`src/rtl/round_judge.sv`:
```
// Round controller for the not-not reaction game: paces rounds, runs the countdown,
// judges the player's answer against the datapath and tracks score and lives.
module round_judge #(
    parameter int TICKS_PER_SEC = 50_000_000,
    parameter int ROUND_SECS    = 5,
    parameter int LIVES         = 3
) (
    input  logic       clock,
    input  logic       resetn,
    input  logic       start_n,
    input  logic       submit_n,
    input  logic [3:0] answer,
    input  logic [3:0] expected,
    output logic       new_round,
    output logic       playing,
    output logic       game_over,
    output logic       last_correct,
    output logic [7:0] score,
    output logic [1:0] lives,
    output logic [3:0] secs_left
);

    localparam int             TW         = $clog2(TICKS_PER_SEC);
    localparam logic [TW-1:0]  TICK_MAX   = TW'(TICKS_PER_SEC - 1);
    localparam logic [3:0]     SECS_INIT  = 4'(ROUND_SECS);
    localparam logic [1:0]     LIVES_INIT = 2'(LIVES);

    typedef enum logic [2:0] {
        S_IDLE,
        S_LOAD,
        S_PLAY,
        S_JUDGE,
        S_OVER
    } state_t;

    state_t        r_state;
    logic          r_start_s1, r_start_s2, r_start_s3;
    logic          r_submit_s1, r_submit_s2, r_submit_s3;
    logic [3:0]    r_ans_s1, r_ans_s2;
    logic [3:0]    r_captured;
    logic          r_miss;
    logic [TW-1:0] r_tick;
    logic [3:0]    r_secs;
    logic [7:0]    r_score;
    logic [1:0]    r_lives;
    logic          r_new_round;
    logic          r_playing;
    logic          r_game_over;
    logic          r_last_correct;

    logic          w_start_press;
    logic          w_submit_press;

    // Keys idle high, so their synchronisers reset to 1 to avoid a false press on release.
    always_ff @(posedge clock or negedge resetn) begin
        if (!resetn) begin
            {r_start_s3, r_start_s2, r_start_s1}    <= 3'b111;
            {r_submit_s3, r_submit_s2, r_submit_s1} <= 3'b111;
            r_ans_s1 <= 4'd0;
            r_ans_s2 <= 4'd0;
        end else begin
            // NOTE: non-blocking assignments make every flop sample the pre-edge value,
            // which is what turns this chain into a shift register rather than a wire.
            {r_start_s3, r_start_s2, r_start_s1}    <= {r_start_s2, r_start_s1, start_n};
            {r_submit_s3, r_submit_s2, r_submit_s1} <= {r_submit_s2, r_submit_s1, submit_n};
            r_ans_s1 <= answer;
            r_ans_s2 <= r_ans_s1;
        end
    end

    assign w_start_press  = r_start_s3 & ~r_start_s2;
    assign w_submit_press = r_submit_s3 & ~r_submit_s2;

    always_ff @(posedge clock or negedge resetn) begin
        if (!resetn) begin
            r_state        <= S_IDLE;
            r_captured     <= 4'd0;
            r_miss         <= 1'b0;
            r_tick         <= '0;
            r_secs         <= 4'd0;
            r_score        <= 8'd0;
            r_lives        <= 2'd0;
            r_new_round    <= 1'b0;
            r_playing      <= 1'b0;
            r_game_over    <= 1'b0;
            r_last_correct <= 1'b0;
        end else begin
            r_new_round <= 1'b0;
            case (r_state)
                S_IDLE, S_OVER: begin
                    if (w_start_press) begin
                        r_score        <= 8'd0;
                        r_lives        <= LIVES_INIT;
                        r_last_correct <= 1'b0;
                        r_game_over    <= 1'b0;
                        r_new_round    <= 1'b1;
                        r_state        <= S_LOAD;
                    end
                end
                S_LOAD: begin
                    r_secs    <= SECS_INIT;
                    r_tick    <= TICK_MAX;
                    r_playing <= 1'b1;
                    r_state   <= S_PLAY;
                end
                S_PLAY: begin
                    // A submit in the final tick takes priority over the timeout.
                    if (w_submit_press) begin
                        r_captured <= r_ans_s2;
                        r_miss     <= 1'b0;
                        r_playing  <= 1'b0;
                        r_state    <= S_JUDGE;
                    end else if (r_tick != '0) begin
                        r_tick <= r_tick - 1'b1;
                    end else begin
                        r_tick <= TICK_MAX;
                        r_secs <= r_secs - 1'b1;
                        if (r_secs == 4'd1) begin
                            r_miss    <= 1'b1;
                            r_playing <= 1'b0;
                            r_state   <= S_JUDGE;
                        end
                    end
                end
                S_JUDGE: begin
                    if (!r_miss && (r_captured == expected)) begin
                        if (r_score != 8'hFF) begin
                            r_score <= r_score + 1'b1;
                        end
                        r_last_correct <= 1'b1;
                        r_new_round    <= 1'b1;
                        r_state        <= S_LOAD;
                    end else begin
                        r_last_correct <= 1'b0;
                        r_lives        <= r_lives - 1'b1;
                        if (r_lives == 2'd1) begin
                            r_game_over <= 1'b1;
                            r_state     <= S_OVER;
                        end else begin
                            r_new_round <= 1'b1;
                            r_state     <= S_LOAD;
                        end
                    end
                end
                default: r_state <= S_IDLE;
            endcase
        end
    end

    assign new_round    = r_new_round;
    assign playing      = r_playing;
    assign game_over    = r_game_over;
    assign last_correct = r_last_correct;
    assign score        = r_score;
    assign lives        = r_lives;
    assign secs_left    = r_secs;

endmodule
```
`config.mk`:
```
export PLATFORM = sky130hd
export DESIGN_NAME = round_judge
export DESIGN_NICKNAME = d
export VERILOG_FILES = /design/src/rtl/round_judge.sv
export SDC_FILE = /design/constraint.sdc
export NUM_CORES = 1
export LEC_CHECK = 0
export BUFFER_PORTS_ARGS = -buffer_cell sky130_fd_sc_hd__buf_2
export CORE_UTILIZATION = 45
export CTS_CLUSTER_DIAMETER = 50
export DETAILED_ROUTE_END_ITERATION = 8
export PLACE_DENSITY = 0.62
export SLEW_MARGIN = 20
export SYNTH_ARGS = -nofsm -noshare
export SYNTH_HDL_FRONTEND = slang
export SYNTH_SLANG_ARGS = --single-unit
```
`constraint.sdc`:
```
create_clock -name clock -period 2.3 [get_ports clock]
set_clock_uncertainty 0.05 [all_clocks]
set_input_delay 0.46 -clock clock [delete_from_list [all_inputs] [get_ports clock]]
set_output_delay 0.46 -clock clock [all_outputs]
set_load 0.05 [all_outputs]
```
==> flow_metrics.tcl <==
set metrics [dict create \
    dieArea_sq_um 7240 \
    yosys.cell_count.top_type "dfrtp_1" \
    yosys-top-cells-count "dfrtp_1 (60), o21ai_0 (21), nand2_1 (20), nor2_1 (17), a21oi_1 (14)" \
    grt_use_total_pct 20.8 \
    critPathMaxStageDelay_ps 440 \
    total_power_mw 3.93 \
    fp.dieW_um 85.1 \
    drive_above_1_share_pct 33.9 \
    final_hold_viol_count 0 \
    crit_required_ps 2520 \
    syn_nets 317 \
    placed_cell_area_sq_um 3570 \
    grt_overflow 0 \
    grt_max_degree 67 \
    hold_path.class "in -> async" \
    fmax_mhz 431 \
    antenna_found_initial 0 \
    crit_arrival_ps 2540 \
    dp_hpwl_um 4690 \
    drc 0 \
    yosysWarningCount 0 \
    min_period_ps 2320 \
    cp-start-kind "register" \
    ys_seq_area_share_pct 53.4 \
    met2_length_um 3270 \
    synthCells 300 \
    fin_ws_ps -22.5 \
    fin_nets 387 \
    status "complete, but fails checks" \
    die_y_um 85.1 \
    relSlewSlack_pct 57.8 \
    drv_cap 0 \
    crit_fanout 5 \
    power_leakage_nw 1.68 \
    crit_path_cell_trace "inv_1 -> ha_2 -> nor3b_4 -> nand4_1 -> buf_4 -> o41a_1 -> or4_1 -> a21boi_1" \
    ant_nets 0 \
    grt_setup_unrepaired "yes" \
    start_util_pct 47.8 \
    synth.top_cells.by_area "dfrtp_1 (48%), dfstp_2 (5.1%), o21ai_0 (3.4%), nand2_1 (2.4%), a21oi_1 (2.3%)" \
    gp_congestion 0.847 \
    ys.flop_type "dfrtp_1" \
    violations "setup timing" \
    num_vias 2551 \
    final-setup-viol-count 2 \
    drt_wl_total_um 6880 \
    synth-edff-count 0 \
    grt_first_pass_wirelength_um 11600 \
    layoutNonFillerInstCount 452 \
    ioPinCount 30 \
    ir_drop_mv 0.553 \
    drt-met1-wl_um 3290 \
    ctsHoldBuffers 0 \
    synth_top_cell_by_area "dfrtp_1" \
    dr.pass1.iters 4 \
    crit_buf_inv 2 \
    cts_tree "yes" \
    worst_pin_slew_ps 632 \
    cts_num_sinks 66 \
    cts_buffers 9 \
    std_cell_rows 29 \
    syn_area_per_cell_sq_um 10.4 \
    routed-wl-met3_um 216 \
    diodes 0 \
    placement.io_buffers 29 \
    crit_type "reg -> reg" \
    synth_top_area_share_pct 48.3 \
    path_clk_slew_ps 80 \
    hold_ws_ps 65.1 \
    cts_buffer_depth 2 \
    coreArea_sq_um 6490 \
    grt_pass1_vias 2478 \
    synth_seq_cells 66 \
    yosysUniqueCellTypes 55 \
    dp_cells 428 \
    cp_slowest_cell "o41a_1" \
    cpLargestDelayFamily "simple AND/OR/NAND/NOR gates" \
    design_area_sq_um 3940 \
    syn_area_sq_um 3110 \
    maxUsedRoutingLayer "met4" \
    clk_latency_ps 350 \
    p_per_area_nw_per_um2 998 \
    h-tree-depth 3 \
    drv_slew 0 \
    endpoint_kind "register" \
    wire_per_inst_um 15.2 \
    area_growth_syn_to_layout_pct 26.7 \
    first_iter_violations 141 \
    fillCellCount 552 \
    fin_crit_sh_pct 101 \
    routed_via_density 5.64 \
    cts_root_buffer "clkbuf_8" \
    async_flop_share_pct 100 \
]
[worst paths after layout]
kind                                   from            to  slack (ps)  cells past startpoint
worst max-delay path              r_tick[0]  secs_left[3]         -20                      8
worst min-delay path                 resetn      score[2]          70                      2
worst max register to register    r_tick[0]  secs_left[3]         -20                      8
worst min register to register  r_ans_s1[1]   r_ans_s2[1]         300                      0
max in group asynchronous            resetn    r_start_s2        1800                      2
min in group clock                answer[2]   r_ans_s1[2]         160                      1
[worst register-to-register path, delay by kind of cell, from the launching register on]
kind / cells / cell delay (ps)
AND/OR/NAND/NOR: 3 / 760
AO/OA/AOI/OAI: 2 / 600
flip-flops: 1 / 410
buffers and inverters: 2 / 260
adder cells (fa/ha/maj): 1 / 170
[layout make-up]
type                    count  area, sq um  area share [%]
clock buffers              10          128            3.24
multi-input cells         211         1440            36.6
inverters                  11         41.3            1.05
flip-flops and latches     66         1660            42.2
well taps                  77         96.3            2.45
clock inverters             6         68.8            1.75
repair buffers             71          499            12.7
[per-layer routing]
layer / global-route usage, % / up-vias
li1: - / 1251
met1: 28.7 / 1256
met2: 32.7 / 35
met3: 3.31 / 9
met4: 8.78 / 0
met5: 0 / -
[cells by family (layout without fill, tap and decap cells)]
| kind of cell | count (synthesis) | count (layout) | synth area share, % |
|---|---|---|---|
| simple gates | 117 | 117 | 21.4 |
| compound gates | 76 | 76 | 16.0 |
| flops | 66 | 66 | 53.4 |
| buf+inv | 23 | 98 | 3.14 |
| xor+xnor | 8 | 8 | 2.26 |
| fa+ha+maj | 5 | 5 | 2.01 |
| mux | 5 | 5 | 1.77 |
[timing repair]
action,CTS,global route
setup endpoints to repair,20,28
pin swaps,0,10
setup buffers,4,4
gates resized for setup,3,29
[flip-flops by register name (all words and copies together) (netlist names)]
register	flops
playing	1
r_submit_s2	1
r_submit_s1	1
r_tick	26
r_start_s1	1
r_state	3
game_over	1
r_submit_s3	1
r_miss	1
r_start_s3	1
r_captured	4
new_round	1
r_ans_s2	4
r_start_s2	1
score	8
lives	2
secs_left	4
last_correct	1
r_ans_s1	4
[placed cells by master (no fill, tap or decap), drive strengths merged, types with 6 or more instances in the layout]
cell    count
dfrtp      60
or2         7
o21ai      22
a31oi      10
inv        11
o31ai       7
nand2      20
a21oi      14
buf        71
nor3       11
nor4        6
or4         8
nand2b      8
clkbuf     10
xnor2       7
nand3      14
dfstp       6
or3        10
nor2       17
[power by group]
group / internal [mW] / switching [mW] / leakage, nW
clock: 0.504 / 0.471 / 0.0964
sequential: 1.31 / 0.128 / 0.750
combinational: 0.592 / 0.923 / 0.833
[metrics by stage]
stage	setup TNS (ps)	setup slack (ps)	util, %
CTS	-36.0	-23.6	58.6
finish	-43.0	-22.5	60.6
global placement	-67.1	-41.7	55.0
floorplan	-18.4	-18.4	-
global route	-709	-108	60.6
detailed placement	-480	-79.7	55.0
Power figures use the tool's default switching activity.
